==> config.mk <==
export PLATFORM = sky130hd
export DESIGN_NAME = ibex_muldiv_seq_flat
export DESIGN_NICKNAME = d
export VERILOG_FILES = /design/src/rtl/ibex_muldiv_seq_if.sv /design/src/rtl/ibex_muldiv_seq.sv /design/src/flat_wrapper.sv
export SDC_FILE = /design/constraint.sdc
export NUM_CORES = 1
export LEC_CHECK = 0
export BUFFER_PORTS_ARGS = -buffer_cell sky130_fd_sc_hd__buf_2
export CAP_MARGIN = 20
export CORE_MARGIN = 4
export CORE_UTILIZATION = 60
export CTS_CLUSTER_SIZE = 20
export DETAILED_ROUTE_END_ITERATION = 7
export GPL_TIMING_DRIVEN = 1
export MAX_ROUTING_LAYER = met4
export PLACE_DENSITY_LB_ADDON = 0.12
export SLEW_MARGIN = 40
export SYNTH_ARGS = -nofsm -noshare
export SYNTH_HDL_FRONTEND = slang
export SYNTH_SLANG_ARGS = --single-unit
==> constraint.sdc <==
create_clock -name clk_i -period 3.9 [get_ports clk_i]
set_input_delay 0.585 -clock clk_i [delete_from_list [all_inputs] [get_ports clk_i]]
set_output_delay 0.585 -clock clk_i [all_outputs]
set_load 0.03 [all_outputs]
==> src/rtl/ibex_muldiv_seq_if.sv <==
// Request/response bundle for ibex_muldiv_seq: operation request handshake,
// pipeline kill, and the registered result handshake.
interface ibex_muldiv_seq_if #(
  parameter int unsigned Width = 32
) ();
  logic             valid_i;
  logic             ready_o;
  logic [1:0]       op_i;
  logic [1:0]       signed_mode_i;
  logic [Width-1:0] op_a_i;
  logic [Width-1:0] op_b_i;
  logic             kill_i;
  logic             valid_o;
  logic             ready_i;
  logic [Width-1:0] result_o;
  logic             busy_o;

  modport master (
    output valid_i, op_i, signed_mode_i, op_a_i, op_b_i, kill_i, ready_i,
    input  ready_o, valid_o, result_o, busy_o
  );

  modport slave (
    input  valid_i, op_i, signed_mode_i, op_a_i, op_b_i, kill_i, ready_i,
    output ready_o, valid_o, result_o, busy_o
  );
endinterface

==> src/rtl/ibex_muldiv_seq.sv <==
// Iterative multiplier/divider: one shift-add or restoring-subtract step per cycle.
// Optional macro IBEX_MULDIV_DIV_ZERO_FAST_EN answers divide-by-zero straight from IDLE.
module ibex_muldiv_seq #(
  parameter int unsigned Width    = 32,
  parameter bit          SignedEn = 1'b1
) (
  input logic               clk_i,
  input logic               rst_ni,
  ibex_muldiv_seq_if.slave  bus
);

  localparam int unsigned CntW = $clog2(Width);
  localparam logic [1:0] OpMul  = 2'd0;
  localparam logic [1:0] OpMulh = 2'd1;
  localparam logic [1:0] OpDiv  = 2'd2;
  localparam logic [1:0] OpRem  = 2'd3;

  typedef enum logic [1:0] {
    IDLE = 2'd0,
    CALC = 2'd1,
    FIX  = 2'd2,
    OUT  = 2'd3
  } state_e;

  state_e               state_r, state_s;
  logic [1:0]           op_r;
  logic                 sign_a_r, sign_b_r, div_zero_r;
  logic [Width-1:0]     opnd_r;
  logic [2*Width-1:0]   acc_r;
  logic [CntW-1:0]      cnt_r;
  logic [Width-1:0]     result_r;
  logic                 valid_r, busy_r;

  logic                 accept_s, div_zero_in_s, sign_a_in_s, sign_b_in_s;
  logic [Width-1:0]     abs_a_in_s, abs_b_in_s;
  logic [Width:0]       mul_sum_s, div_shift_s, div_diff_s;
  logic [2*Width-1:0]   acc_step_s, prod_fix_s;
  logic [Width-1:0]     fix_res_s;

  assign bus.ready_o  = (state_r == IDLE) && !bus.kill_i;
  assign accept_s     = bus.valid_i && bus.ready_o;
  assign bus.valid_o  = valid_r;
  assign bus.busy_o   = busy_r;
  assign bus.result_o = result_r;

  // Operand decode: effective signs and magnitudes of the incoming request
  always_comb begin
    sign_a_in_s   = 1'b0;
    sign_b_in_s   = 1'b0;
    if (SignedEn) begin
      sign_a_in_s = bus.signed_mode_i[0] & bus.op_a_i[Width-1];
      sign_b_in_s = bus.signed_mode_i[1] & bus.op_b_i[Width-1];
    end else begin
      sign_a_in_s = 1'b0;
      sign_b_in_s = 1'b0;
    end
    abs_a_in_s    = sign_a_in_s ? -bus.op_a_i : bus.op_a_i;
    abs_b_in_s    = sign_b_in_s ? -bus.op_b_i : bus.op_b_i;
    div_zero_in_s = bus.op_i[1] && (bus.op_b_i == {Width{1'b0}});
  end

  // One iteration step; acc_r is {high/remainder, low/multiplier-or-quotient}
  always_comb begin
    mul_sum_s   = {1'b0, acc_r[2*Width-1:Width]} +
                  (acc_r[0] ? {1'b0, opnd_r} : {(Width+1){1'b0}});
    div_shift_s = {acc_r[2*Width-1:Width], acc_r[Width-1]};
    div_diff_s  = div_shift_s - {1'b0, opnd_r};
    acc_step_s  = acc_r;
    if (!op_r[1]) begin
      acc_step_s = {mul_sum_s, acc_r[Width-1:1]};
    end else if (!div_diff_s[Width]) begin
      acc_step_s = {div_diff_s[Width-1:0], acc_r[Width-2:0], 1'b1};
    end else begin
      acc_step_s = {div_shift_s[Width-1:0], acc_r[Width-2:0], 1'b0};
    end
  end

  // Sign correction and result selection; a zero divisor forces an all-ones quotient
  always_comb begin
    prod_fix_s = (sign_a_r ^ sign_b_r) ? -acc_r : acc_r;
    fix_res_s  = {Width{1'b0}};
    case (op_r)
      OpMul:   fix_res_s = prod_fix_s[Width-1:0];
      OpMulh:  fix_res_s = prod_fix_s[2*Width-1:Width];
      OpDiv: begin
        if (div_zero_r) begin
          fix_res_s = {Width{1'b1}};
        end else if (sign_a_r ^ sign_b_r) begin
          fix_res_s = -acc_r[Width-1:0];
        end else begin
          fix_res_s = acc_r[Width-1:0];
        end
      end
      OpRem:   fix_res_s = sign_a_r ? -acc_r[2*Width-1:Width] : acc_r[2*Width-1:Width];
      default: fix_res_s = {Width{1'b0}};
    endcase
  end

  // Next-state logic; kill overrides every state
  always_comb begin
    state_s = state_r;
    if (bus.kill_i) begin
      state_s = IDLE;
    end else begin
      case (state_r)
        IDLE: begin
          if (accept_s) begin
`ifdef IBEX_MULDIV_DIV_ZERO_FAST_EN
            state_s = div_zero_in_s ? OUT : CALC;
`else
            state_s = CALC;
`endif
          end else begin
            state_s = IDLE;
          end
        end
        CALC: begin
          if (cnt_r == {CntW{1'b0}}) begin
            state_s = FIX;
          end else begin
            state_s = CALC;
          end
        end
        FIX:  state_s = OUT;
        OUT: begin
          if (bus.ready_i) begin
            state_s = IDLE;
          end else begin
            state_s = OUT;
          end
        end
        default: state_s = IDLE;
      endcase
    end
  end

  // State, datapath and registered outputs
  always_ff @(posedge clk_i) begin
    if (!rst_ni) begin
      state_r    <= IDLE;
      op_r       <= 2'd0;
      sign_a_r   <= 1'b0;
      sign_b_r   <= 1'b0;
      div_zero_r <= 1'b0;
      opnd_r     <= {Width{1'b0}};
      acc_r      <= {(2*Width){1'b0}};
      cnt_r      <= {CntW{1'b0}};
      result_r   <= {Width{1'b0}};
      valid_r    <= 1'b0;
      busy_r     <= 1'b0;
    end else begin
      state_r <= state_s;
      valid_r <= (state_s == OUT);
      busy_r  <= (state_s != IDLE);
      if (accept_s) begin
        op_r       <= bus.op_i;
        sign_a_r   <= sign_a_in_s;
        sign_b_r   <= sign_b_in_s;
        div_zero_r <= div_zero_in_s;
        opnd_r     <= bus.op_i[1] ? abs_b_in_s : abs_a_in_s;
        acc_r      <= {{Width{1'b0}}, (bus.op_i[1] ? abs_a_in_s : abs_b_in_s)};
        cnt_r      <= CntW'(Width - 1);
      end else if (state_r == CALC) begin
        acc_r <= acc_step_s;
        if (cnt_r != {CntW{1'b0}}) begin
          cnt_r <= cnt_r - CntW'(1);
        end else begin
          cnt_r <= cnt_r;
        end
      end else begin
        acc_r <= acc_r;
      end
      if (state_r == FIX && state_s == OUT) begin
        result_r <= fix_res_s;
`ifdef IBEX_MULDIV_DIV_ZERO_FAST_EN
      end else if (accept_s && state_s == OUT) begin
        result_r <= (bus.op_i == OpDiv) ? {Width{1'b1}} : bus.op_a_i;
`endif
      end else begin
        result_r <= result_r;
      end
    end
  end

endmodule

==> src/flat_wrapper.sv <==
// flat-port wrapper written by rule: the top's interface ports become plain ports
module ibex_muldiv_seq_flat 
#(
  parameter int unsigned Width    = 32,
  parameter bit          SignedEn = 1'b1
)
  (clk_i, rst_ni, bus_valid_i, bus_op_i, bus_signed_mode_i, bus_op_a_i, bus_op_b_i, bus_kill_i, bus_ready_i, bus_ready_o, bus_valid_o, bus_result_o, bus_busy_o);
  ibex_muldiv_seq_if #(.Width(Width)) bus_i ();
  input logic clk_i;
  input logic rst_ni;
  input wire logic [$bits(bus_i.valid_i)-1:0] bus_valid_i;
  input wire logic [$bits(bus_i.op_i)-1:0] bus_op_i;
  input wire logic [$bits(bus_i.signed_mode_i)-1:0] bus_signed_mode_i;
  input wire logic [$bits(bus_i.op_a_i)-1:0] bus_op_a_i;
  input wire logic [$bits(bus_i.op_b_i)-1:0] bus_op_b_i;
  input wire logic [$bits(bus_i.kill_i)-1:0] bus_kill_i;
  input wire logic [$bits(bus_i.ready_i)-1:0] bus_ready_i;
  output wire logic [$bits(bus_i.ready_o)-1:0] bus_ready_o;
  output wire logic [$bits(bus_i.valid_o)-1:0] bus_valid_o;
  output wire logic [$bits(bus_i.result_o)-1:0] bus_result_o;
  output wire logic [$bits(bus_i.busy_o)-1:0] bus_busy_o;
  assign bus_i.valid_i = bus_valid_i;
  assign bus_i.op_i = bus_op_i;
  assign bus_i.signed_mode_i = bus_signed_mode_i;
  assign bus_i.op_a_i = bus_op_a_i;
  assign bus_i.op_b_i = bus_op_b_i;
  assign bus_i.kill_i = bus_kill_i;
  assign bus_i.ready_i = bus_ready_i;
  assign bus_ready_o = bus_i.ready_o;
  assign bus_valid_o = bus_i.valid_o;
  assign bus_result_o = bus_i.result_o;
  assign bus_busy_o = bus_i.busy_o;
  ibex_muldiv_seq #(.Width(Width), .SignedEn(SignedEn)) u_core (.clk_i(clk_i), .rst_ni(rst_ni), .bus(bus_i));
endmodule
==> results.json <==
{
  "drc_errors": 0,
  "grt_pass1_vias": 13500,
  "slew_headroom_pct": 45.2,
  "drt_wl_total_um": 47900,
  "grt_pass1_wl_um": 74000,
  "port_buffers": 107,
  "cts_sinks": 142,
  "core_area_um2": 22600,
  "htreeDepth": 4,
  "cp-endpoint": "u_core.acc_r[57]",
  "cts_tree": "done",
  "grt_antenna_before_repair": 0,
  "total_power_mw": 5.34,
  "post-cts-setup-buffers": 0,
  "final_common_cell": "nor2_1",
  "ant_nets": 0,
  "rows": 55,
  "synth_top_area_share_pct": 20.6,
  "period_minus_slack_ns": 3.57,
  "hold_buffers": 0,
  "vias": 14600,
  "reg2reg_from": "u_core.acc_r[0]",
  "yosys.area.top_type": "dfxtp_1",
  "hp-class": "input port to flip-flop",
  "p_leak_nw": 6.25,
  "holdWs_ns": 0.373,
  "r2r-end": "u_core.acc_r[57]",
  "netlist_area_um2": 13800,
  "hp-start": "bus_kill_i",
  "ys.flop_type": "dfxtp_1",
  "status": "finished clean",
  "viasPerCell": 6.50,
  "synth_seq_area_share_pct": 20.6,
  "fmax_mhz": 280,
  "multi_input_comb_area_um2": 10200,
  "ff2ff_path_depth": 14,
  "syn-num-nets": 2047,
  "critPathKind": "flip-flop to flip-flop",
  "drv_slew": 0,
  "numCtsBuffers": 17,
  "grt_usage_pct": 37.1,
  "power_density_nw_per_um2": 350,
  "fin_crit_sh_pct": 91.5,
  "diodes": 0,
  "grt_start_max_net_pins": 59,
  "drive_above_1_share_pct": 13.4,
  "post-route-util_pct": 67.5,
  "fin_area_um2": 15300,
  "routabilityCongestion": 1.05,
  "drtIter0Drc": 1806,
  "grt-ovfl-total": 0,
  "crit_start": "u_core.acc_r[0]",
  "nets": 2097,
  "seqCellArea_um2": 2850,
  "synthArstFlopShare_pct": 0,
  "final.setup_skew_ns": 0.0164,
  "dp_hpwl_um": 36700,
  "ys_types": 87,
  "path_clk_slew_ns": 0.07,
  "first_pass_iters": 6,
  "clock_path_buffers": 2,
  "maxCapViolations": 0,
  "fin_setup_tns_ns": 0,
  "endpoint_kind": "flip-flop",
  "root_buffer": "clkbuf_16",
  "clk_latency_ns": 0.45,
  "cp.required_ns": 4.24,
  "rsz0062_at_grt": "no",
  "crit_fanout": 29,
  "start_util_pct": 60.9,
  "reg2reg_slack_ns": 0.33,
  "dieArea_um2": 25500,
  "wl_per_cell_um": 21.3,
  "yosysWarnings": 0,
  "area.growth.synth_to_final_pct": 10.9,
  "n_fill_cell": 2033,
  "synth.area.top_cells": "dfxtp_1 21%, xnor2_1 6.9%, a21oi_1 6.5%",
  "cts_resized": 0,
  "hold_violations": 0,
  "ys_ff_latch": 142,
  "layout_common_cells": "195 x nor2_1, 179 x a21oi_1, 170 x nand2_1",
  "arrival_ns": 3.91,
  "synthCells": 1903,
  "setup_viol": 0,
  "avgSynthCellArea_um2": 7.24,
  "synth_edf_count": 0,
  "boundaryPins": 108,
  "place_area_um2": 14700,
  "die_h_um": 160,
  "startpoint_type": "flip-flop",
  "tightest_slew_ns": 0.822,
  "die_x_um": 160,
  "vdd_drop_max_mv": 0.327
}
==> layer usage <==
| metal | up-vias | GRT usage, % | part of all wire (%) |
|---|---|---|---|
| met3 | 147 | 6.60 | 8.5 |
| met1 | 6797 | 48.6 | 43 |
| li1 | 6974 | - | - |
| met5 | - | - | 0 |
| met4 | 0 | 16.1 | 4.5 |
| met2 | 724 | 56.4 | 44 |
==> sequential cells by signal (all words and copies together) (netlist names) <==
| register | flops |
|---|---|
| u_core.sign_b_r | 1 |
| u_core.div_zero_r | 1 |
| u_core.acc_r | 64 |
| u_core.bus.valid_o | 1 |
| u_core.opnd_r | 32 |
| u_core.op_r | 2 |
| u_core.cnt_r | 5 |
| u_core.bus.busy_o | 1 |
| u_core.sign_a_r | 1 |
| u_core.bus.result_o | 32 |
| u_core.state_r | 2 |
==> cells by family (layout without fill, tap and decap cells) <==
family | Yosys count | in the layout | share of synthesized area, %
DFF | 142 | 142 | 20.6
adders and majority gates | 71 | 71 | 6.55
xor gates and xnor gates | 191 | 191 | 12.1
buffers and inverters | 199 | 262 | 5.56
and+or+nand+nor | 597 | 597 | 20.7
muxes | 63 | 63 | 4.69
AOI/OAI and AO/OA | 640 | 640 | 29.8
==> power by group <==
part / switching [mW] / internal (mW)
combinational: 1.18 / 0.787
clock: 0.782 / 0.973
sequential: 0.108 / 1.52
==> critical path, cell delays in order, from the launching register on <==
cell and delay [ns]:
dfxtp_1 0.35, inv_1 0.22, buf_12 0.24, nor2_1 0.09
ha_1 0.35, a21oi_1 0.19, nor2b_1 0.06, a311oi_1 0.37
a21oi_1 0.23, a31oi_1 0.32, o21ai_0 0.24, a41oi_1 0.30
xor2_1 0.18, a21oi_1 0.09, a32o_1 0.24
==> synthesized netlist by cell type, types with 16 or more instances <==
master / instances
clkbuf_1: 112
nor2_1: 196
xor2_1: 83
mux2i_1: 50
a221oi_1: 20
a31oi_1: 26
o21ai_0: 141
dfxtp_1: 142
nand3_1: 41
and2_1: 25
nor2b_1: 17
a21oi_1: 179
nor4_1: 19
a21o_1: 35
o211ai_1: 41
inv_1: 63
o31ai_1: 16
xnor2_1: 108
nand2_1: 171
ha_1: 69
a211oi_1: 31
a21boi_0: 30
nor3_1: 37
==> through the flow <==
| stage | setup slack [ns] | instances |
|---|---|---|
| 2_1_floorplan | 0.430 | 1903 |
| 3_3_place_gp | 0.323 | 2219 |
| 3_5_place_dp | 0.245 | 2219 |
| 4_1_cts | 0.235 | 2251 |
| 5_1_grt | 0.0708 | 2251 |
| 6_report | 0.331 | 2251 |
==> cell type report <==
class	instances	area share [%]
clock buffers	18	2.81
well taps	285	2.33
multi-input cells	1562	67.0
clock inverters	14	1.15
inverters	65	1.60
repair buffers	165	6.52
flip-flops and latches	142	18.6
==> how the worst min path moves through the flow <==
stage	endpoint	slack, ns	depth (start not counted)
2_1_floorplan	u_core.opnd_r[23]	0.44	2
3_3_place_gp	u_core.bus.result_o[7]	0.43	1
3_5_place_dp	u_core.bus.result_o[29]	0.44	1
4_1_cts	u_core.bus.valid_o	0.36	2
5_1_grt	u_core.bus.valid_o	0.38	2
6_report	u_core.bus.valid_o	0.37	2
No activity file was read; power rests on OpenSTA's default activity.
